**src/rtl/cpu_defs_pkg.sv**
```systemverilog
// cpu_defs_pkg: constants shared by the multicycle controller and its ALU decoder.
//   - opcode (IR[31:26]) and funct (IR[5:0]) values of the supported subset
//   - alu_ctrl encodings driven to the datapath ALU
//   - FSM state encodings (also exported on mc_ctrl.state)
//   - alu_op_e: how the decoder should derive alu_ctrl in the current state
package cpu_defs_pkg;

    // Opcodes
    localparam logic [5:0] OP_RTYPE = 6'b000000;
    localparam logic [5:0] OP_LW    = 6'b100011;
    localparam logic [5:0] OP_SW    = 6'b101011;
    localparam logic [5:0] OP_BEQ   = 6'b000100;
    localparam logic [5:0] OP_BNE   = 6'b000101;
    localparam logic [5:0] OP_J     = 6'b000010;
    localparam logic [5:0] OP_ADDI  = 6'b001000;
    localparam logic [5:0] OP_ANDI  = 6'b001100;
    localparam logic [5:0] OP_ORI   = 6'b001101;
    localparam logic [5:0] OP_SLTI  = 6'b001010;

    // R-type funct codes
    localparam logic [5:0] FN_ADD = 6'b100000;
    localparam logic [5:0] FN_SUB = 6'b100010;
    localparam logic [5:0] FN_AND = 6'b100100;
    localparam logic [5:0] FN_OR  = 6'b100101;
    localparam logic [5:0] FN_SLT = 6'b101010;

    // ALU control encodings
    localparam logic [2:0] ALU_AND = 3'b000;
    localparam logic [2:0] ALU_OR  = 3'b001;
    localparam logic [2:0] ALU_ADD = 3'b010;
    localparam logic [2:0] ALU_SUB = 3'b110;
    localparam logic [2:0] ALU_SLT = 3'b111;

    // FSM state encodings
    localparam logic [3:0] S_INIT      = 4'd0;
    localparam logic [3:0] S_IF        = 4'd1;
    localparam logic [3:0] S_ID        = 4'd2;
    localparam logic [3:0] S_EX_MEMADR = 4'd3;
    localparam logic [3:0] S_MEM_RD    = 4'd4;
    localparam logic [3:0] S_MEM_WR    = 4'd5;
    localparam logic [3:0] S_WB_LW     = 4'd6;
    localparam logic [3:0] S_EX_R      = 4'd7;
    localparam logic [3:0] S_WB_R      = 4'd8;
    localparam logic [3:0] S_EX_I      = 4'd9;
    localparam logic [3:0] S_WB_I      = 4'd10;
    localparam logic [3:0] S_BR        = 4'd11;
    localparam logic [3:0] S_JMP       = 4'd12;

    // AOP_NONE forces alu_ctrl to 0 in states that do not use the ALU
    typedef enum logic [2:0] {
        AOP_NONE,
        AOP_ADD,
        AOP_SUB,
        AOP_FUNCT,
        AOP_IMM
    } alu_op_e;

    function automatic logic op_legal(input logic [5:0] op);
        case (op)
            OP_RTYPE, OP_LW, OP_SW, OP_BEQ, OP_BNE, OP_J,
            OP_ADDI, OP_ANDI, OP_ORI, OP_SLTI: op_legal = 1'b1;
            default:                           op_legal = 1'b0;
        endcase
    endfunction

endpackage

```
**src/rtl/alu_dec.sv**
```systemverilog
// alu_dec: combinational ALU-control decoder.
//   alu_op   in  selects the source of the ALU function (none/add/sub/funct/imm)
//   op       in  opcode, used for I-type immediate ops
//   funct    in  function field, used for R-type ops
//   alu_ctrl out 3-bit ALU function
module alu_dec
    import cpu_defs_pkg::*;
(
    input  alu_op_e    alu_op,
    input  logic [5:0] op,
    input  logic [5:0] funct,
    output logic [2:0] alu_ctrl
);

    always_comb begin
        alu_ctrl = 3'b000;
        case (alu_op)
            AOP_ADD: alu_ctrl = ALU_ADD;
            AOP_SUB: alu_ctrl = ALU_SUB;
            AOP_FUNCT: begin
                case (funct)
                    FN_ADD:  alu_ctrl = ALU_ADD;
                    FN_SUB:  alu_ctrl = ALU_SUB;
                    FN_AND:  alu_ctrl = ALU_AND;
                    FN_OR:   alu_ctrl = ALU_OR;
                    FN_SLT:  alu_ctrl = ALU_SLT;
                    default: alu_ctrl = ALU_ADD;
                endcase
            end
            AOP_IMM: begin
                case (op)
                    OP_ANDI: alu_ctrl = ALU_AND;
                    OP_ORI:  alu_ctrl = ALU_OR;
                    OP_SLTI: alu_ctrl = ALU_SLT;
                    default: alu_ctrl = ALU_ADD;
                endcase
            end
            default: alu_ctrl = 3'b000;
        endcase
    end

endmodule

```
**src/rtl/mc_ctrl.sv**
```systemverilog
// mc_ctrl: multicycle MIPS-subset control FSM with retired-instruction counter.
//   clk, rst            clock; synchronous active-low reset
//   op, funct           IR[31:26], IR[5:0]
//   zero                ALU zero flag (branch resolve)
//   mem_ready           memory access completes this cycle
//   pc_write..write_reg datapath strobes and selects
//   alu_srca/srcb/ctrl  ALU operand selects and function
//   pc_source           next-PC select
//   illegal             pulse in ID on an unrecognised opcode
//   state               current FSM state
//   retired             count of completed legal instructions (wraps)
module mc_ctrl
    import cpu_defs_pkg::*;
#(
    parameter int CNT_W = 32
) (
    input  logic             clk,
    input  logic             rst,
    input  logic [5:0]       op,
    input  logic [5:0]       funct,
    input  logic             zero,
    input  logic             mem_ready,
    output logic             pc_write,
    output logic             ir_write,
    output logic             mem_read,
    output logic             mem_write,
    output logic             iord,
    output logic             memtoreg,
    output logic             regdst,
    output logic             write_reg,
    output logic             alu_srca,
    output logic [1:0]       alu_srcb,
    output logic [2:0]       alu_ctrl,
    output logic [1:0]       pc_source,
    output logic             illegal,
    output logic [3:0]       state,
    output logic [CNT_W-1:0] retired
);

    logic [3:0] state_nx;
    logic       retire;
    alu_op_e    alu_op;

    alu_dec u_alu_dec (
        .alu_op   (alu_op),
        .op       (op),
        .funct    (funct),
        .alu_ctrl (alu_ctrl)
    );

    always_ff @(posedge clk) begin
        if (!rst) begin
            state   <= S_INIT;
            retired <= '0;
        end else begin
            state <= state_nx;
            if (retire)
                retired <= retired + CNT_W'(1);
        end
    end

    // Next state
    always_comb begin
        state_nx = S_INIT;
        case (state)
            S_INIT: state_nx = S_IF;
            S_IF:   state_nx = mem_ready ? S_ID : S_IF;
            S_ID: begin
                case (op)
                    OP_RTYPE:                          state_nx = S_EX_R;
                    OP_LW, OP_SW:                      state_nx = S_EX_MEMADR;
                    OP_BEQ, OP_BNE:                    state_nx = S_BR;
                    OP_J:                              state_nx = S_JMP;
                    OP_ADDI, OP_ANDI, OP_ORI, OP_SLTI: state_nx = S_EX_I;
                    default:                           state_nx = S_IF;
                endcase
            end
            S_EX_MEMADR: state_nx = (op == OP_SW) ? S_MEM_WR : S_MEM_RD;
            S_MEM_RD:    state_nx = mem_ready ? S_WB_LW : S_MEM_RD;
            S_MEM_WR:    state_nx = mem_ready ? S_IF : S_MEM_WR;
            S_WB_LW:     state_nx = S_IF;
            S_EX_R:      state_nx = S_WB_R;
            S_WB_R:      state_nx = S_IF;
            S_EX_I:      state_nx = S_WB_I;
            S_WB_I:      state_nx = S_IF;
            S_BR:        state_nx = S_IF;
            S_JMP:       state_nx = S_IF;
            default:     state_nx = S_INIT;
        endcase
    end

    // Outputs: everything defaults to 0, each state raises only its own strobes
    always_comb begin
        pc_write  = 1'b0;
        ir_write  = 1'b0;
        mem_read  = 1'b0;
        mem_write = 1'b0;
        iord      = 1'b0;
        memtoreg  = 1'b0;
        regdst    = 1'b0;
        write_reg = 1'b0;
        alu_srca  = 1'b0;
        alu_srcb  = 2'd0;
        pc_source = 2'd0;
        illegal   = 1'b0;
        retire    = 1'b0;
        alu_op    = AOP_NONE;
        case (state)
            S_IF: begin
                mem_read = 1'b1;
                alu_srcb = 2'd1;
                alu_op   = AOP_ADD;
                // IR and PC load only on the cycle the fetch completes
                ir_write = mem_ready;
                pc_write = mem_ready;
            end
            S_ID: begin
                alu_srcb = 2'd3;
                alu_op   = AOP_ADD;
                illegal  = !op_legal(op);
            end
            S_EX_MEMADR: begin
                alu_srca = 1'b1;
                alu_srcb = 2'd2;
                alu_op   = AOP_ADD;
            end
            S_MEM_RD: begin
                mem_read = 1'b1;
                iord     = 1'b1;
            end
            S_MEM_WR: begin
                mem_write = 1'b1;
                iord      = 1'b1;
                retire    = mem_ready;
            end
            S_WB_LW: begin
                write_reg = 1'b1;
                memtoreg  = 1'b1;
                retire    = 1'b1;
            end
            S_EX_R: begin
                alu_srca = 1'b1;
                alu_op   = AOP_FUNCT;
            end
            S_WB_R: begin
                write_reg = 1'b1;
                regdst    = 1'b1;
                retire    = 1'b1;
            end
            S_EX_I: begin
                alu_srca = 1'b1;
                alu_srcb = 2'd2;
                alu_op   = AOP_IMM;
            end
            S_WB_I: begin
                write_reg = 1'b1;
                retire    = 1'b1;
            end
            S_BR: begin
                alu_srca  = 1'b1;
                alu_op    = AOP_SUB;
                pc_source = 2'd1;
                pc_write  = (op == OP_BEQ) ? zero : !zero;
                retire    = 1'b1;
            end
            S_JMP: begin
                pc_write  = 1'b1;
                pc_source = 2'd2;
                retire    = 1'b1;
            end
            default: ;
        endcase
    end

endmodule

```
**config.mk**
```make
export PLATFORM = sky130hd
export DESIGN_NAME = mc_ctrl
export DESIGN_NICKNAME = d
export VERILOG_FILES = /design/src/rtl/cpu_defs_pkg.sv /design/src/rtl/alu_dec.sv /design/src/rtl/mc_ctrl.sv
export SDC_FILE = /design/constraint.sdc
export NUM_CORES = 1
export LEC_CHECK = 0
export ABC_AREA = 1
export BUFFER_PORTS_ARGS = -buffer_cell sky130_fd_sc_hd__clkbuf_2
export CAP_MARGIN = 20
export CORE_AREA = 2 2 99 72
export DETAILED_ROUTE_END_ITERATION = 10
export DIE_AREA = 0 0 101 74
export SLEW_MARGIN = 20
export SYNTH_ARGS = -nofsm -noshare
export SYNTH_HDL_FRONTEND = slang
export SYNTH_SLANG_ARGS = --single-unit
```
**constraint.sdc**
```tcl
create_clock -name clk -period 1.8 [get_ports clk]
set_input_delay 0 -clock clk [delete_from_list [all_inputs] [get_ports clk]]
set_output_delay 0 -clock clk [all_outputs]
set_load 0.01 [all_outputs]
```
# After elaboration in Yosys (flattened, before gate mapping)
# Cells that the tools add are included.
# classes
n_mux	26
n_reduce_logical	16
div	0
multipliers	0
shift	0
eq_ne	29
n_addsub	1
bitwise_logic	0
n_lt_le_gt_ge	0
# op_table
op	count
== test 6 bit, second input constant	6
case mux 3 bit (4 select lines)	3
adder 32 x 1 -> 32 bit, second input constant	1
case mux 4 bit (8 select lines)	1
== test 6 x 4 -> 1 bit, second input constant	4
== test 4 bit, second input constant	5
case mux 4 bit (5 select lines)	1
== test 4 x 3 -> 1 bit, second input constant	4
2-to-1 mux 1 bit	13
== test 6 x 3 -> 1 bit, second input constant	2
OR reduction 10 bit	1
OR reduction 2 bit	5
case mux 3 bit (3 select lines)	1
== test 4 x 2 -> 1 bit, second input constant	2
OR reduction 4 bit	2
== test 3 x 2 -> 1 bit, second input constant	2
== test 6 x 2 -> 1 bit, second input constant	1
logical NOT 6 bit	1
case mux 2 bit (3 select lines)	1
OR reduction 3 bit	2
OR reduction 6 bit	1
OR reduction 5 bit	1
== test 4 x 1 -> 1 bit, second input constant	1
logical NOT 4 bit	1
other kinds (8)	10
# word_totals
rom_bits	0
reg_bits	36
ramBits	0
latchBits	0
memories	0
output_inout_bits	53

# Longest topological paths before layout
# Gate-level depths: netlist of run 1.
# logic_depth
word_depth	6
ltp_mapped	10
ltp_nobuf	10

# Cells and area by module
# Synthesis of run 1 repeated with hierarchy kept, for this count alone.
# hier_totals
cells_unflattened	428
hier_area_um2	2551.2
# by_module_without_submodules
module	instances	seq_area_each_um2	area_per_inst_um2	cells_per_inst
mc_ctrl	1	720.7	2341.0	383
alu_dec	1	0.0	210.2	45

# Worst setup path after synthesis of run 1
# No wires, ideal clock.
# synth_timing
kind	reg2reg
startpoint	reg retired[0]
endpoint	reg retired[24]
t_required_ns	1.736
path_slack_ns	0.188
path_stages_with_launch	10
path_buffers	0
period_less_slack_ns	1.612
arrival_ns	1.548
path_cell_list	dfxtp_1 -> ha_1 -> inv_1 -> nor2_1 -> nand3_1 -> nor2_1 -> nand3_1 -> nand2_1 -> inv_1 -> nor2_1
# synth_between
elab_chain_len	1
# synth_rtl
element	line_no	source
from (decl)	mc_ctrl.sv:37	output logic [CNT_W-1:0] retired
from (signal assigned)	mc_ctrl.sv:58	retired <= retired + CNT_W'(1);
adder 32 x 1 -> 32 bit	mc_ctrl.sv:58	
# Every way passes these cells.
# A chain may end at the register's enable or synchronous reset.

# Final worst setup path of run 1
# layout_timing
startpoint	reg state[1]
endpoint	out illegal
# layout_between
elab_chain_len	2
# layout_rtl
element	line_no	source
from (decl)	mc_ctrl.sv:36	output logic [3:0] state,
from (signal assigned)	mc_ctrl.sv:56	state <= state_nx;
== test 4 x 2 -> 1 bit	mc_ctrl.sv:108	case (state)
2-to-1 mux 1 bit	mc_ctrl.sv:108	
to (decl)	mc_ctrl.sv:35	output logic illegal,
# Every way passes these cells.

==> key figures, run 1 <==
Status
  • Status: finished, final reports clean

Setup path
  • Crit path from: state[1]
  • R2R Setup Slk: 170 ps
  • Setup Crit Path Kind: reg -> out
  • WP data required: 1800 ps
  • CP startpoint kind: flop
  • Worst setup EP type: output pin
  • CP endpoint: illegal
  • R2r endpoint: retired[30]
  • Worst R2R Start: state[3]
  • Crit-path max FO: 6
  • Worst path arrival time: 1650 ps
  • Worst r2r path cells: 8

STA
  • Setup TNS: 0 ps
  • Worst Clk Skew: 15.61 ps
  • RSZ-0062 raised after global routing: no
  • Fin crit share: 91.41%
  • Slew Limit Headroom: 75.07%
  • Final Hold Fails: 0
  • Worst-Margin Slew: 373.5 ps
  • Post-layout minimum cycle time: 1645 ps
  • Setup Viol. Count Final: 0
  • Fmax: 607.8 MHz
  • Max-slew violations: 0

Synth
  • Seq cells post-synth: 36
  • Mux contribution to synthesized area: 0%
  • Largest family of logic cells by synthesized area: simple AND/OR/NAND/NOR gates
  • Syn Area/Cell: 5.689 sq um
  • Sequential-to-total area share from yosys stat: 28.40%
  • Netlist cell types: 26
  • Net count after synthesis: 463
  • Synthesis Warnings: 0
  • Xor/xnor cell area share of the yosys netlist: 2.416%
  • Mapped Cells: 446
  • Post-Synth Adder-Cell Area: 0.4931%
  • Syn Std Cell Area: 2537 sq um
  • Fraction of the mapped netlist area in compound gates: 9.714%
  • Post-Synth Simple-Gate Area: 48.32%

GRT
  • Grt ovf: 0
  • Initial antenna violation count: 0
  • Global-route usage over all layers: 21.66%
  • First-pass GRT wire length: 12710 um
  • Vias in the first global route: 2631
  • Pin count of the biggest net entering global routing: 29

Clock tree
  • Num Clock Sinks: 36
  • Clk pin slew, worst setup/hold paths: 70 ps
  • Clk Latency, worst-skew pair: 300 ps
  • Post-CTS setup buffers: 0
  • Num CTS Buffers: 5
  • Hold Buf Count CTS: 0
  • Root Buffer: clkbuf_8
  • CTS resizes: 0
  • CTS H-tree lvls: 2
  • Clk buf depth: 2
  • CTS tree: yes

Route
  • DR vias/cell: 4.924
  • 1st-iter DRT viols: 233
  • Detailed Routing Iterations Pass 1: 5
  • DR WL/cell: 12.72 um
  • Drt drc: 0
  • Via count: 2969
  • Antenna-violating nets left: 0
  • Routed WL: 7673 um

Finish
  • Layout Nets: 538
  • # fillers: 717
  • Sequential standard cell area: 723.2 sq um
  • Fraction of layout cells with a size suffix above 1: 20.50%
  • Commonest non-fill, non-tap cells in the layout: nand2_1 (146), nor2_1 (82), clkbuf_2 (68)
  • Final std cells w/o fill: 603
  • Commonest non-fill, non-tap cell in the layout: nand2_1
  • Synthesis-to-layout area growth: 24.56%
  • Ant diodes: 0
  • Multi-input gate area: 1577 sq um

Placed design
  • PortBufs: 68
  • Routability cong.: 0.9141
  • DP HPWL: 6042 um
  • Placed insts: 595

Floorplan
  • Die width: 101 um
  • Die area: 7474 sq um
  • Initial Utilization: 38.63%
  • # IOs: 69
  • Row Count: 25
  • Placeable core area: 6569 sq um
  • Die Y-Extent: 74 um

Run
  • Max Cap Viol: 0

Power
  • PwrDens: 549.3 nW/um^2
  • Leak pwr: 1.336 nW
  • Max VDD drop: 380.7 uV
  • Power after layout: 1.736 mW

Worst hold path
  • Kind of path behind the tightest hold check: in -> reg
routing by layer:
layer  global-route usage, %  wire (um)  share of wire (%)
met3                   4.323        516                6.7
met4                   5.856         73               0.95
met2                   29.56       2942                 38
met1                   34.10       4140                 54
met5                       0          0                  0
state kept, by name, summed over array words and instances, names as in the netlist:
register	flops
retired	32
state	4
metrics by stage:
stage / hold slack [ps] / instance area (sq um) / util [%] / worst slack [ps]
2_1_floorplan: 91.43 / 2537 / - / 187.8
6_report: 100.8 / 3161 / 48.11 / 154.7
4_1_cts: 79.00 / 3128 / 47.62 / 34.77
3_5_place_dp: 349.9 / 3020 / 45.98 / 70.33
5_1_grt: 132.4 / 3161 / 48.11 / 1.235
3_3_place_gp: 354.4 / 3020 / 45.98 / 136.4
synthesized netlist by cell type:
cell type,count,area (sq um)
a21oi_1,32,160.2
dfxtp_1,36,720.7
inv_2,3,11.26
and2_1,2,12.51
nand3_2,1,10.01
nand2_1,146,548.0
or2_2,2,12.51
xnor2_1,1,8.760
nand3b_1,2,15.01
nand3_1,32,160.2
o21ai_0,7,35.03
nor2_2,4,25.02
o2111ai_1,1,8.760
buf_4,4,30.03
nor3_2,3,30.03
nand3_4,1,17.52
clkbuf_1,3,11.26
o21ai_1,1,5.000
nor3_1,3,15.01
o211ai_1,5,37.54
nor2_1,88,330.3
inv_1,52,195.2
xor2_1,6,52.55
nand4_1,8,50.05
ha_1,1,12.51
buf_6,2,22.52
final cells by class:
| type | instances | area share (%) |
|---|---|---|
| Sequential cell | 36 | 22.88 |
| Clock buffer | 6 | 2.296 |
| Timing Repair Buffer | 77 | 14.09 |
| Multi-Input combinational cell | 346 | 49.88 |
| Clock inverter | 2 | 1.108 |
| Inverter | 55 | 6.532 |
| Tap cell | 81 | 3.207 |
report_power, final:
part / switching (mW) / internal (mW)
registers: 0.0129 / 0.803
logic: 0.113 / 0.0699
clock network: 0.325 / 0.412
cells by family after synthesis:
family          after synthesis
simple gates                292
buf+inv                      64
compound gates               46
flops                        36
xor+xnor                      7
fa+ha+maj                     1
how the worst min path moves through the flow:
stage | endpoint | slack [ps] | start | cells after the start
final | state[1] | 100 | mem_ready | 3
after floorplan | ir_write | 90 | mem_ready | 2
after detailed placement | ir_write | 350 | mem_ready | 4
after global placement | ir_write | 350 | mem_ready | 4
after CTS | state[1] | 80 | mem_ready | 3
after global routing | state[1] | 130 | mem_ready | 3
critical path, stage by stage, from the launching register on:
cell	delay, ps
dfxtp_1	460
nand2_1	130
nor2_1	230
nand2_1	160
nor3_1	210
clkbuf_2	160
No activity file was read; power rests on OpenSTA's default activity.
==> run 2: changes to the inputs <==
Settings changed: RECOVER_POWER set to 100.
==> key figures, run 2 (same netlist as run 1, synthesis figures left out) <==
Clock tree
  • Clk buf depth: 2 (unchanged)
  • Num CTS Buffers: 5 (unchanged)
  • CTS H-tree lvls: 2 (unchanged)
  • Clk Latency, worst-skew pair: 300 ps (about the same)
  • Clk pin slew, worst setup/hold paths: 70 ps (about the same)
  • Num Clock Sinks: 36 (unchanged)
  • CTS tree: yes
  • Root Buffer: clkbuf_8
  • Post-CTS setup buffers: 0 (unchanged)

Finish
  • Sequential standard cell area: 723.2 sq um (unchanged)
  • Ant diodes: 0 (unchanged)
  • Commonest non-fill, non-tap cells in the layout: nand2_1 (146), nor2_1 (83), inv_1 (52)
  • Max reg flops: 32 (unchanged)
  • # fillers: 753 (+5.0%)
  • Top flop regs: retired: 32 flops, state: 4 flops
  • Layout Nets: 538 (unchanged)
  • Fraction of layout cells with a size suffix above 1: 11.30% (-9.2 points)
  • Multi-input gate area: 1574 sq um (-0.16%)
  • Post-layout util: 47.18% (-0.93 points)
  • Largest Register: retired
  • Final std cells w/o fill: 603 (unchanged)
  • Commonest non-fill, non-tap cell in the layout: nand2_1
  • Synthesis-to-layout area growth: 22.14%

Placed design
  • PortBufs: 68 (unchanged)
  • DP HPWL: 6042 um (unchanged)
  • Placed insts: 595 (unchanged)
  • Routability cong.: 0.9141 (unchanged)

Route
  • Detailed Routing Iterations Pass 1: 5 (unchanged)
  • DR WL/cell: 12.73 um (about the same)
  • DR vias/cell: 4.977 (+1.1%)
  • 1st-iter DRT viols: 191 (-18%)
  • Antenna-violating nets left: 0 (unchanged)
  • Via count: 3001 (+1.1%)
  • Drt drc: 0 (unchanged)
  • Routed WL: 7675 um (about the same)

STA
  • Final Hold Fails: 0 (unchanged)
  • Fin crit share: 92.11% (+0.70 points)
  • Setup Viol. Count Final: 0 (unchanged)
  • Slew Limit Headroom: 75.90% (+0.83 points)
  • Hold Slack: 96.77 ps (-4.024 ps)
  • Fmax: 603.2 MHz (-0.76%)
  • Worst-Margin Slew: 361.1 ps (-12.39 ps)
  • Post-layout minimum cycle time: 1658 ps (+12.64 ps)
  • RSZ-0062 raised after global routing: no
  • Setup TNS: 0 ps (unchanged)
  • Worst Clk Skew: 13.55 ps (-2.062 ps)
  • Max-slew violations: 0 (unchanged)

Run
  • Max Cap Viol: 0 (unchanged)

Floorplan
  • # IOs: 69 (unchanged)
  • Die Y-Extent: 74 um (unchanged)
  • Die area: 7474 sq um (unchanged)
  • Die width: 101 um (unchanged)
  • Placeable core area: 6569 sq um (unchanged)
  • Row Count: 25 (unchanged)
  • Initial Utilization: 38.63% (unchanged)

GRT
  • Initial antenna violation count: 0 (unchanged)
  • Grt ovf: 0 (unchanged)
  • Pin count of the biggest net entering global routing: 29 (unchanged)
  • Vias in the first global route: 2631 (unchanged)
  • First-pass GRT wire length: 12710 um (unchanged)
  • Global-route usage over all layers: 21.66% (unchanged)

Status
  • Status: finished, final reports clean

Setup path
  • Setup Crit Path Kind: reg -> out
  • CP startpoint kind: flop
  • Crit-path max FO: 6 (unchanged)
  • Worst path arrival time: 1660 ps (about the same)
  • WP data required: 1800 ps (about the same)
  • Worst setup EP type: output pin
  • Worst r2r path cells: 9 (+1)

Worst hold path
  • Hold Crit Depth: 3 (unchanged)
  • Kind of path behind the tightest hold check: in -> reg

Power
  • Max VDD drop: 384.2 uV (+0.90%)
  • PwrDens: 559.1 nW/um^2 (+1.8%)
  • Power after layout: 1.733 mW (-0.20%)
  • Leak pwr: 1.175 nW (-12%)
[run 2: per-layer routing]
layer  wire length [um]  global-route usage [%]
met4                 76                   5.856
met3                615                   4.323
met2               2971                   29.56
met1               4011                   34.10
met5                  0                       0
[run 2: path summary, 6_finish.rpt]
path / startpoint / end / slack [ps]
hold / removal: mem_ready / state[1] / 100
hold reg to reg: retired[0] / retired[0] / 490
setup / recovery: state[1] / illegal / 140
setup reg to reg: retired[1] / retired[24] / 190
[run 2: through the flow]
step	setup slack, ps	area (sq um)
after floorplan	187.8	2537
final	142.0	3099
after global routing	9.273	3099
after detailed placement	70.33	3020
after CTS	34.77	3128
after global placement	136.4	3020
[run 2: what timing repair did]
action                                  CTS  global route
hold buffers                              0             0
endpoints found under the setup margin    0            18
resized for setup                         0            11
hold endpoints to repair                  0             0
[run 2: power breakdown]
part	total (mW)	switching [mW]	internal, mW
logic	0.176	0.112	0.0642
registers	0.816	0.0128	0.803
clock network	0.741	0.329	0.412
total	1.73	0.454	1.28
[run 2: layout make-up]
cell class | count | area share [%]
clock buffer | 6 | 2.342
clock inverter | 2 | 1.130
inverter | 55 | 6.661
multi-input combinational | 346 | 50.79
sequential | 36 | 23.33
tap | 81 | 3.270
timing repair buffer | 77 | 12.47
[run 2: critical path: stages, from the launching register on]
cell      delay (ps)
dfxtp_1          460
nand2_1          130
nor2_1           240
nand2_1          160
nor3_1           220
clkbuf_2         160
